[src/rtl/bloque_serializador.sv]
// Receives a {entrada, nonce} block over valid/ready, latches its fields and
// streams it MSB-first as bytes to the hash core over a byte-wide valid/ready link.
module bloque_serializador #(
  parameter int unsigned BLOCK_W = 128,
  parameter int unsigned NONCE_W = 32,
  parameter int unsigned BYTE_W  = 8
) (
  input  logic                       clk,
  input  logic                       reset,
  input  logic [BLOCK_W-1:0]         bloque_in,
  input  logic                       bloque_valid,
  output logic                       bloque_ready,
  output logic [BYTE_W-1:0]          byte_out,
  output logic                       byte_valid,
  input  logic                       byte_ready,
  output logic                       byte_last,
  output logic [BLOCK_W-NONCE_W-1:0] entrada_out,
  output logic [NONCE_W-1:0]         nonce_out,
  output logic                       busy
);

  localparam int unsigned ENTRADA_W = BLOCK_W - NONCE_W;
  localparam int unsigned N_BYTES   = BLOCK_W / BYTE_W;
  localparam int unsigned IDX_W     = $clog2(N_BYTES);
  localparam logic [IDX_W-1:0] LAST_IDX = IDX_W'(N_BYTES - 1);

  typedef enum logic {
    ST_IDLE = 1'b0,
    ST_SEND = 1'b1
  } state_t;

  state_t                 r_state;
  logic [BLOCK_W-1:0]     r_shift;
  logic [IDX_W-1:0]       r_idx;
  logic                   r_ready;
  logic [BYTE_W-1:0]      r_byte;
  logic                   r_valid;
  logic                   r_last;
  logic                   r_busy;
  logic [ENTRADA_W-1:0]   r_entrada;
  logic [NONCE_W-1:0]     r_nonce;

  state_t                 w_state_nxt;
  logic [BLOCK_W-1:0]     w_shift_nxt;
  logic [IDX_W-1:0]       w_idx_nxt;
  logic [ENTRADA_W-1:0]   w_entrada_nxt;
  logic [NONCE_W-1:0]     w_nonce_nxt;
  logic                   w_send_nxt;
  logic [BYTE_W-1:0]      w_byte_nxt;
  logic                   w_last_nxt;

  // Next-state and next-output decode; outputs are registered copies of it,
  // so the handshake inputs never reach a port combinationally.
  always_comb begin
    w_state_nxt   = r_state;
    w_shift_nxt   = r_shift;
    w_idx_nxt     = r_idx;
    w_entrada_nxt = r_entrada;
    w_nonce_nxt   = r_nonce;
    case (r_state)
      ST_IDLE: begin
        // r_ready gates capture so the first cycle out of reset never captures
        if (bloque_valid && r_ready) begin
          w_shift_nxt   = bloque_in;
          w_entrada_nxt = bloque_in[BLOCK_W-1:NONCE_W];
          w_nonce_nxt   = bloque_in[NONCE_W-1:0];
          w_idx_nxt     = '0;
          w_state_nxt   = ST_SEND;
        end
      end
      ST_SEND: begin
        if (byte_ready) begin
          w_shift_nxt = {r_shift[BLOCK_W-BYTE_W-1:0], BYTE_W'(0)};
          if (r_idx == LAST_IDX) begin
            w_state_nxt = ST_IDLE;
          end else begin
            w_idx_nxt = r_idx + IDX_W'(1);
          end
        end
      end
      default: begin
        w_state_nxt = ST_IDLE;
      end
    endcase
    w_send_nxt = (w_state_nxt == ST_SEND);
    w_byte_nxt = w_send_nxt ? w_shift_nxt[BLOCK_W-1 -: BYTE_W] : '0;
    w_last_nxt = w_send_nxt && (w_idx_nxt == LAST_IDX);
  end

  always_ff @(posedge clk) begin
    if (reset) begin
      r_state   <= ST_IDLE;
      r_shift   <= '0;
      r_idx     <= '0;
      r_ready   <= 1'b0;
      r_byte    <= '0;
      r_valid   <= 1'b0;
      r_last    <= 1'b0;
      r_busy    <= 1'b0;
      r_entrada <= '0;
      r_nonce   <= '0;
    end else begin
      r_state   <= w_state_nxt;
      r_shift   <= w_shift_nxt;
      r_idx     <= w_idx_nxt;
      r_ready   <= !w_send_nxt;
      r_byte    <= w_byte_nxt;
      r_valid   <= w_send_nxt;
      r_last    <= w_last_nxt;
      r_busy    <= w_send_nxt;
      r_entrada <= w_entrada_nxt;
      r_nonce   <= w_nonce_nxt;
    end
  end

  assign bloque_ready = r_ready;
  assign byte_out     = r_byte;
  assign byte_valid   = r_valid;
  assign byte_last    = r_last;
  assign entrada_out  = r_entrada;
  assign nonce_out    = r_nonce;
  assign busy         = r_busy;

endmodule
[config.mk]
export PLATFORM = sky130hd
export DESIGN_NAME = bloque_serializador
export DESIGN_NICKNAME = d
export VERILOG_FILES = /design/src/rtl/bloque_serializador.sv
export SDC_FILE = /design/constraint.sdc
export NUM_CORES = 1
export LEC_CHECK = 0
export BUFFER_PORTS_ARGS = -buffer_cell sky130_fd_sc_hd__buf_2
export CELL_PAD_IN_SITES_DETAIL_PLACEMENT = 1
export CELL_PAD_IN_SITES_GLOBAL_PLACEMENT = 1
export CORE_AREA = 5 5 162 164
export DETAILED_ROUTE_END_ITERATION = 7
export DIE_AREA = 0 0 167 169
export GPL_TIMING_DRIVEN = 1
export PLACE_DENSITY_LB_ADDON = 0.12
export SLEW_MARGIN = 0
export SYNTH_ARGS = -nofsm -noshare
export SYNTH_HDL_FRONTEND = slang
export SYNTH_SLANG_ARGS = --single-unit
[constraint.sdc]
create_clock -name clk -period 3.95 [get_ports clk]
set_input_delay 0.5925 -clock clk [delete_from_list [all_inputs] [get_ports clk]]
set_output_delay 0.5925 -clock clk [all_outputs]
set_load 0.02 [all_outputs]
=== Word level (Yosys, flattened, before mapping) ===
Index checks and enable logic that the tools add are counted.

* Equality and inequality tests: 4
* Reduce and logical (&&, ||, !) cells: 6
* Bitwise operators: 2
* Add/subtract/negate cells: 1
* Multiplexer cells: 11

{| class="wikitable"
|+ Operators with widths
! operator !! number
|-
| $mux W128 || 2
|-
| $pmux W128 S2 || 1
|-
| $mux W4 || 3
|-
| $eq A4 B4 Y1 const B || 2
|-
| $pmux W4 S2 || 1
|-
| $add A4 B1 Y4 const B || 1
|-
| $ne A2 B2 Y1 const B || 2
|-
| $reduce_and A2 Y1 || 2
|-
| $mux W1 || 3
|-
| $logic_and A1 B1 Y1 || 2
|-
| $not A1 Y1 || 2
|-
| $pmux W1 S2 || 1
|-
| $reduce_or A2 Y1 || 1
|-
| $logic_not A1 Y1 || 1
|}

* Output and inout port bits: 140
* Bits of input ports: 132
* Register bits: 271
* Logic and storage cells: 33

=== Logic depth before layout (Yosys ltp) ===
* Depth in word-level cells: 6
* Gate-level depth with buffers: 7

=== Worst setup path after synthesis ===
OpenSTA, ideal clock, no wires.

* Path type: input -> register
* From: input byte_ready
* To: register r_shift[10]
* Setup time: 132 ps
* Arrival time: 1388 ps
* Cell stages on the path: 7
* Path slack: 2429 ps
* Path buffers: 4
* Cell sequence: buf_4 > and2_1 > buf_2 > buf_6 > buf_4 > nand2_1 > a31oi_1

* Longest elaborated chain between the ends: 2

{| class="wikitable"
|+ RTL lines
! item !! RTL line !! source
|-
| start: declaration || 15 || <nowiki>input logic byte_ready,</nowiki>
|-
| $ne A2 B2 Y1 (no source line) || - ||
|-
| $reduce_and A2 Y1 (no source line) || - ||
|-
| end signal: assignment || 104 || <nowiki>r_shift <= w_shift_nxt;</nowiki>
|-
| end: declaration || 33 || <nowiki>logic [BLOCK_W-1:0] r_shift;</nowiki>
|}

No other way between the ends.
A chain may end at the register's enable or synchronous reset.

==> results_dict.tcl <==
set metrics [dict create \
    dieArea_sq_mm 0.0282 \
    max-slew-margin-rel_pct 35.9 \
    clk_latency_ns 0.53 \
    drtIter0Drc 603 \
    rows 58 \
    peakVddDrop_uv 271 \
    finalHoldViolations 0 \
    yosys-top-cells-area "dfxtp_1, nand2_1, a31oi_1" \
    overflow 0 \
    holdBufCountCts 0 \
    dp_hpwl_um 21000 \
    synth_top_cell_by_area "dfxtp_1" \
    routed-via-count 9227 \
    routedWlPerCell_um 18.0 \
    layout_setup_ws_ns 1.57 \
    async_flop_share_pct 0 \
    r2r-end "r_shift[43]$_SDFFE_PP0P_" \
    tns_ns 0 \
    hold_path_class "in -> reg" \
    critPathMaxStageDelay_ns 0.91 \
    grt_pass1_vias 9547 \
    place.gp.congestion 0.764 \
    rr_worst_depth 4 \
    clock_sinks 271 \
    syn_nets 1324 \
    finalSetupViolations 0 \
    cts_tree "done" \
    start_util_pct 40.1 \
    critPathTopFamily "flip-flops" \
    use_met1_pct 27.9 \
    syn_area_per_cell_sq_um 8.33 \
    cts.clk_slew.worst_paths_ns 0.06 \
    layout_commonest_cell "nand2_1" \
    yosysWarnings 0 \
    crit_required_ns 3.36 \
    cap_violations 0 \
    rr_startpoint "busy$_SDFF_PP0_" \
    synthCells 1191 \
    holdWs_ns 0.327 \
    track_usage_pct 21.3 \
    grtUsageMet3_pct 5.56 \
    place_ws_ns 1.63 \
    slew_violations 0 \
    netlist_area_sq_mm 0.00992 \
    cts_buffer_depth 3 \
    grt_max_degree 140 \
    routed_via_density 5.26 \
    min_to "nonce_out[28]$_SDFFE_PP0P_" \
    final_core_util_pct 49.4 \
    status "completed" \
    cp_max_fo 26 \
    antenna_found_initial 3 \
    die_y_um 169 \
    worstPathArrival_ns 1.78 \
    final_cell_mix "nand2_1, dfxtp_1, buf_2, a21oi_1, nand3_1" \
    cp_cell_sequence "buf_2" \
    area_growth_pct 23.3 \
    post-route-min-period_ns 2.38 \
    path_buf_inv 1 \
    fmax_mhz 421 \
    fin_area_sq_mm 0.0122 \
    synth_top_area_share_pct 54.7 \
    h-tree-depth 1 \
    post_cts_buffers 0 \
    critPathKind "reg -> out" \
    first_pass_iters 4 \
    holdCritStartpoint "bloque_in[28]" \
    layout-drive-gt1-share_pct 23.4 \
    cp_slowest_cell "dfxtp_1" \
    rrSetupSlack_ns 1.61 \
    synth_edf_count 0 \
    routed_wl_um 31600 \
    grt-busiest-layer "met2" \
    seq_area_frac_synth_pct 54.7 \
    drc 0 \
    cts_buffers 29 \
    cts_root_buf "clkbuf_16" \
    final_nets 1532 \
    ios 272 \
    cp-start-kind "flip-flop" \
    synth_ff_type "dfxtp_1" \
    design.core.area_sq_mm 0.0247 \
    antenna_left 0 \
    end_kind "output port" \
    holdPathStages 3 \
    grt_util_met2_pct 35.7 \
    finClkSkew_ns 0.0115 \
    synthDistinctLibCells 36 \
    worst_pin_slew_ns 0.961 \
    leakage_nw 4.90 \
    timing.final.crit_share_pct 60.2 \
    rsz0062_at_grt "no" \
    cts_resized 0 \
    chipWidth_um 167 \
    postPlaceCellArea_sq_mm 0.0112 \
    synth-seq-cells 271 \
    io_buffers 271 \
    power_density_mw_per_mm2 523 \
    grt_pass1_wl_um 50400 \
]
## cell usage after synthesis (all sizes together), types with 7 or more instances
| cell type | n |
|---|---|
| and2 | 9 |
| buf | 72 |
| a21oi | 140 |
| and3 | 9 |
| dfxtp | 271 |
| clkbuf | 33 |
| nor4 | 8 |
| nand3 | 121 |
| mux2i | 7 |
| a211oi | 7 |
| a31oi | 112 |
| nand2 | 371 |
| nor3 | 8 |
## sequential cells by signal, summed over array words and instances (netlist names)
name          count
bloque_ready      1
busy              1
byte_last         1
byte_out          8
entrada_out      96
nonce_out        32
r_idx             4
r_shift         128
## power by group
| part | switching [mW] | internal (mW) | total (mW) |
|---|---|---|---|
| Sequential | 0.0883 | 2.88 | 2.97 |
| Clock | 1.09 | 1.66 | 2.76 |
| Combinational | 0.448 | 0.217 | 0.665 |
| Total | 1.63 | 4.76 | 6.39 |
## routing by layer
metal  up-vias  wire (um)
met5         -         32
met4         4        524
met3        46       2020
met2       215      14900
met1      4446      14100
li1       4516          -
## cell type report
type                       count  area, sq um
antenna                        3         7.51
clock buffer                  45          886
clock inverter                 8         92.6
fill                        3047        12500
inverter                       1         3.75
multi-input combinational    814         3920
sequential                   271         5430
tap                          330          413
timing repair buffer         282         1490
## worst reg2reg max path, stage by stage, from the launching register on
cell and delay [ns]:
dfxtp_1 0.60, and3b_4 0.89, buf_12 0.36, nand2_1 0.21, a31oi_1 0.20
## through the flow
step           std cells  power (mW)
6_report            1754        6.39
5_1_grt             1752        6.65
4_1_cts             1751        6.45
3_5_place_dp        1698        3.70
3_3_place_gp        1698        3.68
2_1_floorplan       1191        3.45
## cell families (layout without fill, tap and decap cells)
kind of cell	Yosys count	in the layout	synth area share, %
compound gates	268	268	15.5
fa+ha+maj	1	1	0.126
buf+inv	106	336	5.92
flops	271	271	54.7
mux	7	7	0.707
other cells	0	3	0
simple gates	538	538	23.0
## how the worst max path moves through the flow
stage               startpoint                        to  slack (ns)  cells past startpoint
2_1_floorplan       byte_ready  r_shift[10]$_SDFFE_PP0P_        2.43                      7
3_3_place_gp   busy$_SDFF_PP0_  r_shift[26]$_SDFFE_PP0P_        1.68                      4
3_5_place_dp   busy$_SDFF_PP0_  r_shift[22]$_SDFFE_PP0P_        1.63                      4
4_1_cts        busy$_SDFF_PP0_                byte_valid        1.53                      1
5_1_grt        busy$_SDFF_PP0_       r_idx[1]$_SDFF_PP0_        1.42                      4
6_report       busy$_SDFF_PP0_                byte_valid        1.57                      1
Note: power is estimated with default switching activity, not from simulation.
